### config.mk
export PLATFORM = sky130hd
export DESIGN_NAME = axis_frame_gen_flat
export DESIGN_NICKNAME = d
export VERILOG_FILES = /design/src/rtl/axis_frame_gen_if.sv /design/src/rtl/axis_frame_gen.sv /design/src/flat_wrapper.sv
export SDC_FILE = /design/constraint.sdc
export NUM_CORES = 1
export LEC_CHECK = 0
export ABC_AREA = 1
export BUFFER_PORTS_ARGS = -buffer_cell sky130_fd_sc_hd__buf_4
export CAP_MARGIN = 20
export CORE_MARGIN = 1
export CORE_UTILIZATION = 45
export CTS_CLUSTER_SIZE = 25
export DETAILED_ROUTE_END_ITERATION = 6
export HOLD_SLACK_MARGIN = 0.08
export PLACE_DENSITY = 0.66
export SYNTH_ARGS = -nofsm -noshare
export SYNTH_HDL_FRONTEND = slang
export SYNTH_SLANG_ARGS = --single-unit
### constraint.sdc
create_clock -name m_axis_aclk -period 3.52 [get_ports m_axis_aclk]
set_input_delay 0.704 -clock m_axis_aclk [delete_from_list [all_inputs] [get_ports m_axis_aclk]]
set_output_delay 0.704 -clock m_axis_aclk [all_outputs]
set_load 0.005 [all_outputs]
### src/rtl/axis_frame_gen_if.sv
// rtl/axis_frame_gen_if.sv - AXI4-Stream video bundle (tdata/tvalid/tready/tlast/tuser)
interface axis_frame_gen_if #(
  parameter int DATA_W = 24
) ();

  logic [DATA_W-1:0] tdata;
  logic              tvalid;
  logic              tready;
  logic              tlast;
  logic              tuser;

  modport master (
    output tdata,
    output tvalid,
    output tlast,
    output tuser,
    input  tready
  );

  modport slave (
    input  tdata,
    input  tvalid,
    input  tlast,
    input  tuser,
    output tready
  );

endinterface

### src/rtl/axis_frame_gen.sv
// rtl/axis_frame_gen.sv - AXI4-Stream ramp-pattern video frame source with frame-done irq
// Optional inter-line blanking gap built when FRMGEN_HBLANK_EN is defined.
module axis_frame_gen #(
  parameter int DATA_W  = 24,
  parameter int HSIZE_W = 12,
  parameter int VSIZE_W = 12
) (
  input  logic               m_axis_aclk,
  input  logic               m_axis_aresetn,
  input  logic               start,
  input  logic               continuous,
  input  logic [HSIZE_W-1:0] img_hsize,
  input  logic [VSIZE_W-1:0] img_vsize,
  input  logic [7:0]         blank_cycles,
  axis_frame_gen_if.master   m_axis,
  output logic               busy,
  output logic               frm_done_irq
);

  localparam logic [1:0] ST_IDLE   = 2'd0;
  localparam logic [1:0] ST_ACTIVE = 2'd1;
  localparam logic [1:0] ST_DONE   = 2'd3;
`ifdef FRMGEN_HBLANK_EN
  localparam logic [1:0] ST_HBLANK = 2'd2;
`endif

  localparam int SUM_W = ((HSIZE_W > VSIZE_W) ? HSIZE_W : VSIZE_W) + 1;

  logic [1:0]         r_state;
  logic [HSIZE_W-1:0] r_x;
  logic [VSIZE_W-1:0] r_y;
  logic [HSIZE_W-1:0] r_hsize_l;
  logic [VSIZE_W-1:0] r_vsize_l;
`ifdef FRMGEN_HBLANK_EN
  logic [7:0]         r_blank_l;
  logic [7:0]         r_blank_cnt;
`else
  logic               w_unused_blank;
  assign w_unused_blank = ^blank_cycles;
`endif

  logic               w_active;
  logic               w_beat;
  logic               w_x_last;
  logic               w_y_last;
  logic               w_sizes_ok;
  logic [SUM_W-1:0]   w_sum;

  assign w_active   = (r_state == ST_ACTIVE);
  assign w_beat     = w_active && m_axis.tready;
  assign w_x_last   = (r_x == (r_hsize_l - HSIZE_W'(1)));
  assign w_y_last   = (r_y == (r_vsize_l - VSIZE_W'(1)));
  assign w_sizes_ok = (img_hsize != '0) && (img_vsize != '0);
  assign w_sum      = SUM_W'(r_x) + SUM_W'(r_y);

  // Outputs decode straight from registered state, so reset clears them at the next edge.
  assign m_axis.tvalid = w_active;
  assign m_axis.tdata  = w_active ? DATA_W'(w_sum) : '0;
  assign m_axis.tlast  = w_active && w_x_last;
  assign m_axis.tuser  = w_active && (r_x == '0) && (r_y == '0);
  assign busy          = (r_state != ST_IDLE);
  assign frm_done_irq  = (r_state == ST_DONE);

  always_ff @(posedge m_axis_aclk) begin
    if (!m_axis_aresetn) begin
      r_state     <= ST_IDLE;
      r_x         <= '0;
      r_y         <= '0;
      r_hsize_l   <= '0;
      r_vsize_l   <= '0;
`ifdef FRMGEN_HBLANK_EN
      r_blank_l   <= '0;
      r_blank_cnt <= '0;
`endif
    end else begin
      case (r_state)
        ST_IDLE: begin
          if (start && w_sizes_ok) begin
            r_hsize_l <= img_hsize;
            r_vsize_l <= img_vsize;
`ifdef FRMGEN_HBLANK_EN
            r_blank_l <= blank_cycles;
`endif
            r_x       <= '0;
            r_y       <= '0;
            r_state   <= ST_ACTIVE;
          end
        end

        ST_ACTIVE: begin
          if (w_beat) begin
            if (!w_x_last) begin
              r_x <= r_x + HSIZE_W'(1);
            end else begin
              r_x <= '0;
              if (!w_y_last) begin
                r_y <= r_y + VSIZE_W'(1);
`ifdef FRMGEN_HBLANK_EN
                // Counter is preloaded one short so HBLANK lasts exactly r_blank_l cycles.
                if (r_blank_l != 8'd0) begin
                  r_blank_cnt <= r_blank_l - 8'd1;
                  r_state     <= ST_HBLANK;
                end
`endif
              end else begin
                r_state <= ST_DONE;
              end
            end
          end
        end

`ifdef FRMGEN_HBLANK_EN
        ST_HBLANK: begin
          if (r_blank_cnt == 8'd0) begin
            r_state <= ST_ACTIVE;
          end else begin
            r_blank_cnt <= r_blank_cnt - 8'd1;
          end
        end
`endif

        ST_DONE: begin
          if (continuous && w_sizes_ok) begin
            r_hsize_l <= img_hsize;
            r_vsize_l <= img_vsize;
`ifdef FRMGEN_HBLANK_EN
            r_blank_l <= blank_cycles;
`endif
            r_x       <= '0;
            r_y       <= '0;
            r_state   <= ST_ACTIVE;
          end else begin
            r_state <= ST_IDLE;
          end
        end

        default: r_state <= ST_IDLE;
      endcase
    end
  end

endmodule
### src/flat_wrapper.sv
// flat-port wrapper written by rule: the top's interface ports become plain ports
module axis_frame_gen_flat 
#(
  parameter int DATA_W  = 24,
  parameter int HSIZE_W = 12,
  parameter int VSIZE_W = 12
)
  (m_axis_aclk, m_axis_aresetn, start, continuous, img_hsize, img_vsize, blank_cycles, busy, frm_done_irq, m_axis_tdata, m_axis_tvalid, m_axis_tlast, m_axis_tuser, m_axis_tready);
  axis_frame_gen_if #(.DATA_W(DATA_W)) m_axis_i ();
  input  logic m_axis_aclk;
  input  logic m_axis_aresetn;
  input  logic start;
  input  logic continuous;
  input  logic [HSIZE_W-1:0] img_hsize;
  input  logic [VSIZE_W-1:0] img_vsize;
  input  logic [7:0] blank_cycles;
  output logic busy;
  output logic frm_done_irq;
  output wire logic [$bits(m_axis_i.tdata)-1:0] m_axis_tdata;
  output wire logic [$bits(m_axis_i.tvalid)-1:0] m_axis_tvalid;
  output wire logic [$bits(m_axis_i.tlast)-1:0] m_axis_tlast;
  output wire logic [$bits(m_axis_i.tuser)-1:0] m_axis_tuser;
  input wire logic [$bits(m_axis_i.tready)-1:0] m_axis_tready;
  assign m_axis_tdata = m_axis_i.tdata;
  assign m_axis_tvalid = m_axis_i.tvalid;
  assign m_axis_tlast = m_axis_i.tlast;
  assign m_axis_tuser = m_axis_i.tuser;
  assign m_axis_i.tready = m_axis_tready;
  axis_frame_gen #(.DATA_W(DATA_W), .HSIZE_W(HSIZE_W), .VSIZE_W(VSIZE_W)) u_core (.m_axis_aclk(m_axis_aclk), .m_axis_aresetn(m_axis_aresetn), .start(start), .continuous(continuous), .img_hsize(img_hsize), .img_vsize(img_vsize), .blank_cycles(blank_cycles), .m_axis(m_axis_i), .busy(busy), .frm_done_irq(frm_done_irq));
endmodule
Word level (Yosys, flattened, before mapping)
Cells that the tools add are included.
- bits in registers: 50
- input bits: 37
- output and inout bits: 29
- $add $sub $neg: 5
- eq/ne operators: 10
- mux-type cells: 22
- reductions and logical operators: 19
- operator list (kind ; number):
    12-bit 2-to-1 mux ; 11
    12-bit case mux with 3 select lines ; 2
    12-bit case mux with 2 select lines ; 2
    12-bit by 1-bit adder with 12-bit output (second input constant) ; 2
    12-bit equality test ; 2
    12-bit logical NOT ; 2
    12-bit nonzero test ; 2
    12-bit by 1-bit subtractor with 12-bit output (second input constant) ; 2
    12-bit by 12-bit adder with 13-bit output ; 1
    13-bit 2-to-1 mux ; 1
    2-bit 2-to-1 mux ; 4
    2-bit != test (second input constant) ; 4
    4-bit AND reduction ; 2
    1-bit logical AND ; 7
    2-bit case mux with 3 select lines ; 1
    6-bit AND reduction ; 1
    2-bit by 1-bit != test with 1-bit output (second input constant) ; 2
    2-bit nonzero test ; 2
    3-bit AND reduction ; 1
    3-bit nonzero test ; 1
    2-bit by 1-bit equality test with 1-bit output (second input constant) ; 1
    2-bit equality test (second input constant) ; 1
    2-bit logical NOT ; 1
    1-bit 2-to-1 mux ; 1

Depth between registers and ports, before layout
Gate-level depths: netlist of run 1.
- depth in word-level cells: 6
- gate-level depth with buffers: 17
- mapped depth without buffers: 17

Worst setup path before layout of run 1
OpenSTA, ideal clock, no wires.
- kind: register -> output
- start point: reg u_core.r_y[0]
- end point: out m_axis_tdata[8]
- arrival: 1708 ps
- setup slack: 1108 ps
- cell stages (with the launch flop): 8
- cell sequence: dfxtp_1 -> ha_1 -> fa_1 -> a21oi_1 -> nor2_1 -> o31ai_1 -> o21ai_0 -> a21oi_1
- cells in the longest elaborated chain, start to end: 2
- RTL lines (item ; line ; RTL):
    start: declaration ; axis_frame_gen.sv:31 ; logic [VSIZE_W-1:0] r_y;
    start signal: assignment ; axis_frame_gen.sv:97 ; r_y <= r_y + VSIZE_W'(1);
    12-bit by 12-bit adder with 13-bit output ; axis_frame_gen.sv:54 ; assign w_sum = SUM_W'(r_x) + SUM_W'(r_y);
    13-bit 2-to-1 mux ; axis_frame_gen.sv:58 ; assign m_axis.tdata = w_active ? DATA_W'(w_sum) : '0;
    end: declaration ; flat_wrapper.sv:19 ; output wire logic [$bits(m_axis_i.tdata)-1:0] m_axis_tdata;
Every way passes these cells.

Worst setup path after layout of run 1
- start point: reg u_core.r_x[3]
- end point: out m_axis_tdata[8]
- cells in the longest elaborated chain, start to end: 2
- RTL lines (item ; line ; RTL):
    start: declaration ; axis_frame_gen.sv:30 ; logic [HSIZE_W-1:0] r_x;
    start signal: assignment ; axis_frame_gen.sv:93 ; r_x <= r_x + HSIZE_W'(1);
    12-bit by 12-bit adder with 13-bit output ; axis_frame_gen.sv:54 ;
    13-bit 2-to-1 mux ; axis_frame_gen.sv:58 ;
Every way passes these cells.

==> results of run 1 <==
## cell families after synthesis
family / after synthesis
DFF: 50
other: 1
adders and majority gates: 22
and+or+nand+nor: 362
AOI/OAI and AO/OA: 119
buffers and inverters: 110
xor gates and xnor gates: 20
## worst paths after layout
check,start,slack [ns],endpoint,depth (start not counted)
setup / recovery,u_core.r_x[3],0.46,m_axis_tdata[8],9
setup reg to reg,u_core.r_state[1],0.95,u_core.r_x[10],13
hold reg to reg,u_core.r_vsize_l[11],0.46,u_core.r_vsize_l[11],2
hold / removal,u_core.r_vsize_l[11],0.46,u_core.r_vsize_l[11],2
## stage by stage
step                      instances  hold slack [ns]  power (uW)  setup WS (ns)  utilization
final                           829           0.4597        3262         0.4627       0.5202
after global routing            829           0.4845        3658         0.1871       0.5202
after CTS                       829           0.4636        3260         0.4760       0.5202
after detailed placement        822           0.4501        2929         0.8183       0.5116
after global placement          822           0.4465        2876         0.8244       0.5116
after floorplan                 694           0.4353        2512          1.108            -
## registers in the layout (all words and copies together) (netlist names)
register,flops
u_core.r_hsize_l,12
u_core.r_y,12
u_core.r_x,12
u_core.r_state,2
u_core.r_vsize_l,12
## worst max-delay path: stages (launching register included)
cell and delay, ns:
dfxtp_1 0.49, ha_1 0.36, a21oi_1 0.20, o21ai_0 0.13
a21oi_1 0.22, nor2_1 0.06, o31ai_1 0.24, o21ai_0 0.11
a21oi_1 0.13, buf_4 0.12
## area by class of cell
cell class              instances  area (sq um)  share of cell area
inverters                      81         304.0             0.06605
flip-flops and latches         50          1001              0.2175
clock buffers                   7         76.32             0.01658
well taps                     108         135.1             0.02936
repair buffers                 49         367.9             0.07991
multi-input cells             534          2719              0.5907
## per-layer routing
metal,track usage,wire (microns),vias up
met5,0,0,-
li1,-,-,2278
met4,0.08611,220,0
met1,0.3311,5281,1883
met3,0.03221,695,14
met2,0.3629,4556,150
## report_power, final
group	total [uW]	switching [uW]	internal, uW	leakage, uW
sequential	899	173	726	0.000410
clock	327	190	138	0.0000383
combinational	2040	1350	689	0.00166
total	3260	1710	1550	0.00211
## synth_stat cells, drive strengths merged (2+ instances only)
library cell  count
dfxtp            50
buf              19
and3              2
nor4              8
o21ai            43
nand3b            4
o2111ai           2
xor2             15
xnor2             5
a21oi            69
nand3            59
clkbuf           10
inv              80
or2               3
nand4             4
nor3b             2
nor2             87
nor3             18
ha               21
nand2           175
==> qor.yml, run 1 <==
placement:
  dp_hpwl_mm: 8.362
  placed_area_sq_um: 4527
  routabilityCongestion: 0.9489
  io_buffers: 46
floorplanning:
  io_pins: 66
  die_area_sq_um: 9630
  num_rows: 34
  die_w_microns: 98.14
  start_util: 0.4700
  coreArea_sq_um: 8848
  fp.dieH_microns: 98.14
synth:
  synth_async_sr_flop_share: 0
  synthTopCellsByArea: "dfxtp_1, nand2_1, a21oi_1, nor2_1, inv_1"
  ys.warnings.count: 0
  synthSimpleGateAreaFrac: 0.3818
  yosys.area_share.adder: 0.06799
  synth_edf_count: 0
  synth_top_family_by_area: "simple AND/OR/NAND/NOR gates"
  synth_seq_area_share: 0.2407
  synth-compound-area-share: 0.1519
  synth_top_cell_area_share: 0.2407
  synthMuxAreaShare: 0
  ys_seq_elements: 50
  synth.avg_cell_area_sq_um: 6.080
  synth_top_cell_by_area: "dfxtp_1"
  synth_cell_types: 41
  yosys.area_share.xor_xnor: 0.04212
  synth-main-ff-cell: "dfxtp_1"
  netlist_instances: 684
  netlist_area_sq_um: 4159
clock_network:
  cts_made_buffers: 5
  cts_setup_buffers: 0
  clock_latency_ns: 0.30
  cts-root-buf: "clkbuf_8"
  clockBufferDepth: 2
  cts.clk_slew.worst_paths_ns: 0.09
  cts_repair_resize_count: 0
  tritoncts: "done"
  htreeDepth: 2
  cts_hold_buffers: 0
  cts_sinks: 50
sta:
  slew_headroom: 0.5271
  setup_tns_ns: 0
  drv_slew: 0
  fmax_ghz: 0.3271
  setup_violations: 0
  rsz0062_at_grt: "no"
  worst_slew_pin_slew_ns: 0.7067
  fin_crit_sh: 0.8686
  fin_crit_ns: 3.057
  finalClockSkew_ns: 0.006196
  finalHoldViolations: 0
power:
  ir_worst_vdd_v: 0.0003527
  p_leak_uw: 0.002108
  pwr_density_cell_nw_per_um2: 708.7
worst_setup_path:
  path_class: "flop to primary output"
  critical_path_required_ns: 2.82
  worstSetupEndpointType: "primary output"
  critical_path_arrival_ns: 2.35
  start_kind: "flop"
  worst-path-max-fanout: 8
routing:
  via_per_inst: 5.217
  drt_iter0_markers: 230
  ant_nets: 0
  drc: 1
  wl_per_cell_microns: 12.97
  route.vias.total: 4325
  drtPass1Iterations: 7
  drt-total-wl_mm: 10.75
final_layout:
  num-fill-cells: 922
  stdcell_area_sq_um: 4603
  n_antenna_cell: 0
  final_cell_mix: "nand2_1, nor2_1, inv_1"
  syn_to_final_growth_pct: 10.68
  final_common_cell: "nand2_1"
  final_layout_size_suffix_gt1_frac: 0.1096
  nets: 780
outcome:
  violations: "design-rule violations"
  status: "finished with violations"
global_route:
  grt_pass1_vias: 3888
  grt-ovfl-total: 0
  grt_start_max_net_pins: 48
  antenna_found_initial: 0
  grt_use_total: 0.2342
  grt_pass1_wl_mm: 18.31
hold_path:
  min_path_type: "flop to flop"
run:
  max_cap_viol_count: 0
Note: power is estimated with default switching activity, not from simulation.
==> run 2: changes to the inputs <==
--- a/config.mk
+++ b/config.mk
@@ -7,7 +7,7 @@
 export LEC_CHECK = 0
 export ABC_AREA = 1
 export BUFFER_PORTS_ARGS = -buffer_cell sky130_fd_sc_hd__buf_4
-export CAP_MARGIN = 20
+export CAP_MARGIN = 15
 export CORE_MARGIN = 1
 export CORE_UTILIZATION = 45
 export CTS_CLUSTER_SIZE = 25
==> constraint.sdc (replaced) <==
create_clock -name m_axis_aclk -period 3.22 [get_ports m_axis_aclk]
set_input_delay 0.644 -clock m_axis_aclk [delete_from_list [all_inputs] [get_ports m_axis_aclk]]
set_output_delay 0.644 -clock m_axis_aclk [all_outputs]
set_load 0.005 [all_outputs]
==> qor.yml, run 2 (synthesis gave the netlist of run 1 again) <==
worst_setup_path:
  critical_path_required_ns: 2.58
  path_class: "flop to primary output"
  worst-path-max-fanout: 7
  critical_path_arrival_ns: 2.29
  start_kind: "flop"
  worstSetupEndpointType: "primary output"
clock_network:
  htreeDepth: 2
  cts_sinks: 50
  clock_latency_ns: 0.30
  cts_made_buffers: 5
  tritoncts: "done"
  cts-root-buf: "clkbuf_8"
  cts_hold_buffers: 0
  cts.clk_slew.worst_paths_ns: 0.09
  clockBufferDepth: 2
global_route:
  antenna_found_initial: 0
  grt-ovfl-total: 0
  grt_use_total: 0.2313
  grt_pass1_vias: 3979
  grt_start_max_net_pins: 32
  grt_pass1_wl_mm: 18.35
sta:
  finalHoldViolations: 0
  setup_tns_ns: 0
  fin_crit_sh: 0.9103
  worst_slew_pin_slew_ns: 0.7294
  fin_crit_ns: 2.931
  rsz0062_at_grt: "no"
  slew_headroom: 0.5120
  setup_violations: 0
  fmax_ghz: 0.3412
  finalClockSkew_ns: 0.009053
  drv_slew: 0
routing:
  wl_per_cell_microns: 12.78
  dr_wl_met3_microns: 550
  wl_met1_mm: 5.306
  route.vias.total: 4358
  drtPass1Iterations: 7
  drt-total-wl_mm: 10.61
  dr.max_layer_used: "met4"
  ant_nets: 0
  drc: 3
  via_per_inst: 5.251
  drt_iter0_markers: 204
  wl_met2_mm: 4.399
power:
  pwr_density_cell_nw_per_um2: 777.9
  ir_worst_vdd_v: 0.0006012
  p_leak_uw: 0.002129
placement:
  io_buffers: 46
  dp_hpwl_mm: 8.444
  routabilityCongestion: 0.9419
outcome:
  violations: "design-rule violations"
  status: "finished with violations"
final_layout:
  multi_input_area_sq_um: 2719
  final_cell_mix: "nand2_1, nor2_1, inv_1"
  final_util: 0.5243
  final_common_cell: "nand2_1"
  n_antenna_cell: 0
  nets: 782
  num-fill-cells: 922
  ff_latch_area_sq_um: 1003
  syn_to_final_growth_pct: 11.55
  final_layout_size_suffix_gt1_frac: 0.1163
floorplanning:
  fp.dieH_microns: 98.14
  io_pins: 66
  num_rows: 34
  die_area_sq_um: 9630
  coreArea_sq_um: 8848
  start_util: 0.4700
  die_w_microns: 98.14
hold_path:
  min_path_type: "flop to flop"
run:
  max_cap_viol_count: 0
-- run 2: per-layer routing --
metal,up-vias,global-route usage
li1,2284,-
met1,1900,0.3288
met2,152,0.3483
met3,22,0.03150
met4,0,0.1010
met5,-,0
-- run 2: worst max-delay path, stage by stage (launching register included) --
cell     delay, ns
dfxtp_1       0.39
ha_1          0.26
fa_1          0.44
a21oi_1       0.23
nor2_1        0.06
o31ai_1       0.24
o21ai_0       0.11
a21oi_1       0.13
buf_4         0.12
-- run 2: layout make-up --
type / instances / area share
multi-input combinational: 534 / 0.5860
sequential: 50 / 0.2163
timing repair buffer: 51 / 0.08522
inverter: 81 / 0.06553
tap: 108 / 0.02913
clock buffer: 6 / 0.01780
-- run 2: metrics by stage --
step | cell area, sq um | hold WS [ns] | power (uW) | worst slack, ns | cells
2_1_floorplan | 4197 | 0.4353 | 2746 | 0.8684 | 694
3_3_place_gp | 4554 | 0.4474 | 3169 | 0.5858 | 824
3_5_place_dp | 4554 | 0.4569 | 3234 | 0.5821 | 824
4_1_cts | 4637 | 0.4708 | 3599 | 0.2488 | 830
5_1_grt | 4639 | 0.5025 | 4019 | 0.02002 | 830
6_report | 4639 | 0.4702 | 3609 | 0.2890 | 830
-- run 2: report_power, final --
group	internal [uW]	switching [uW]	leakage (uW)	total [uW]
clock network	166	201	0.0000431	367
logic	780	1480	0.00168	2260
registers	794	190	0.000411	984
total	1740	1870	0.00213	3610
-- run 2: path summary, 6_finish.rpt --
check | startpoint | endpoint | slack [ns] | depth (start not counted)
setup / recovery | u_core.r_y[0] | m_axis_tdata[8] | 0.29 | 8
setup reg to reg | u_core.r_state[1] | u_core.r_x[10] | 0.66 | 13
hold reg to reg | u_core.r_hsize_l[11] | u_core.r_hsize_l[11] | 0.47 | 2
hold / removal | u_core.r_hsize_l[11] | u_core.r_hsize_l[11] | 0.47 | 2
-- run 2: timing repair --
| action | in CTS | in global routing |
|---|---|---|
| setup buffers | 0 | 0 |
| resized for setup | 0 | 2 |
| setup endpoints to repair | 0 | 1 |
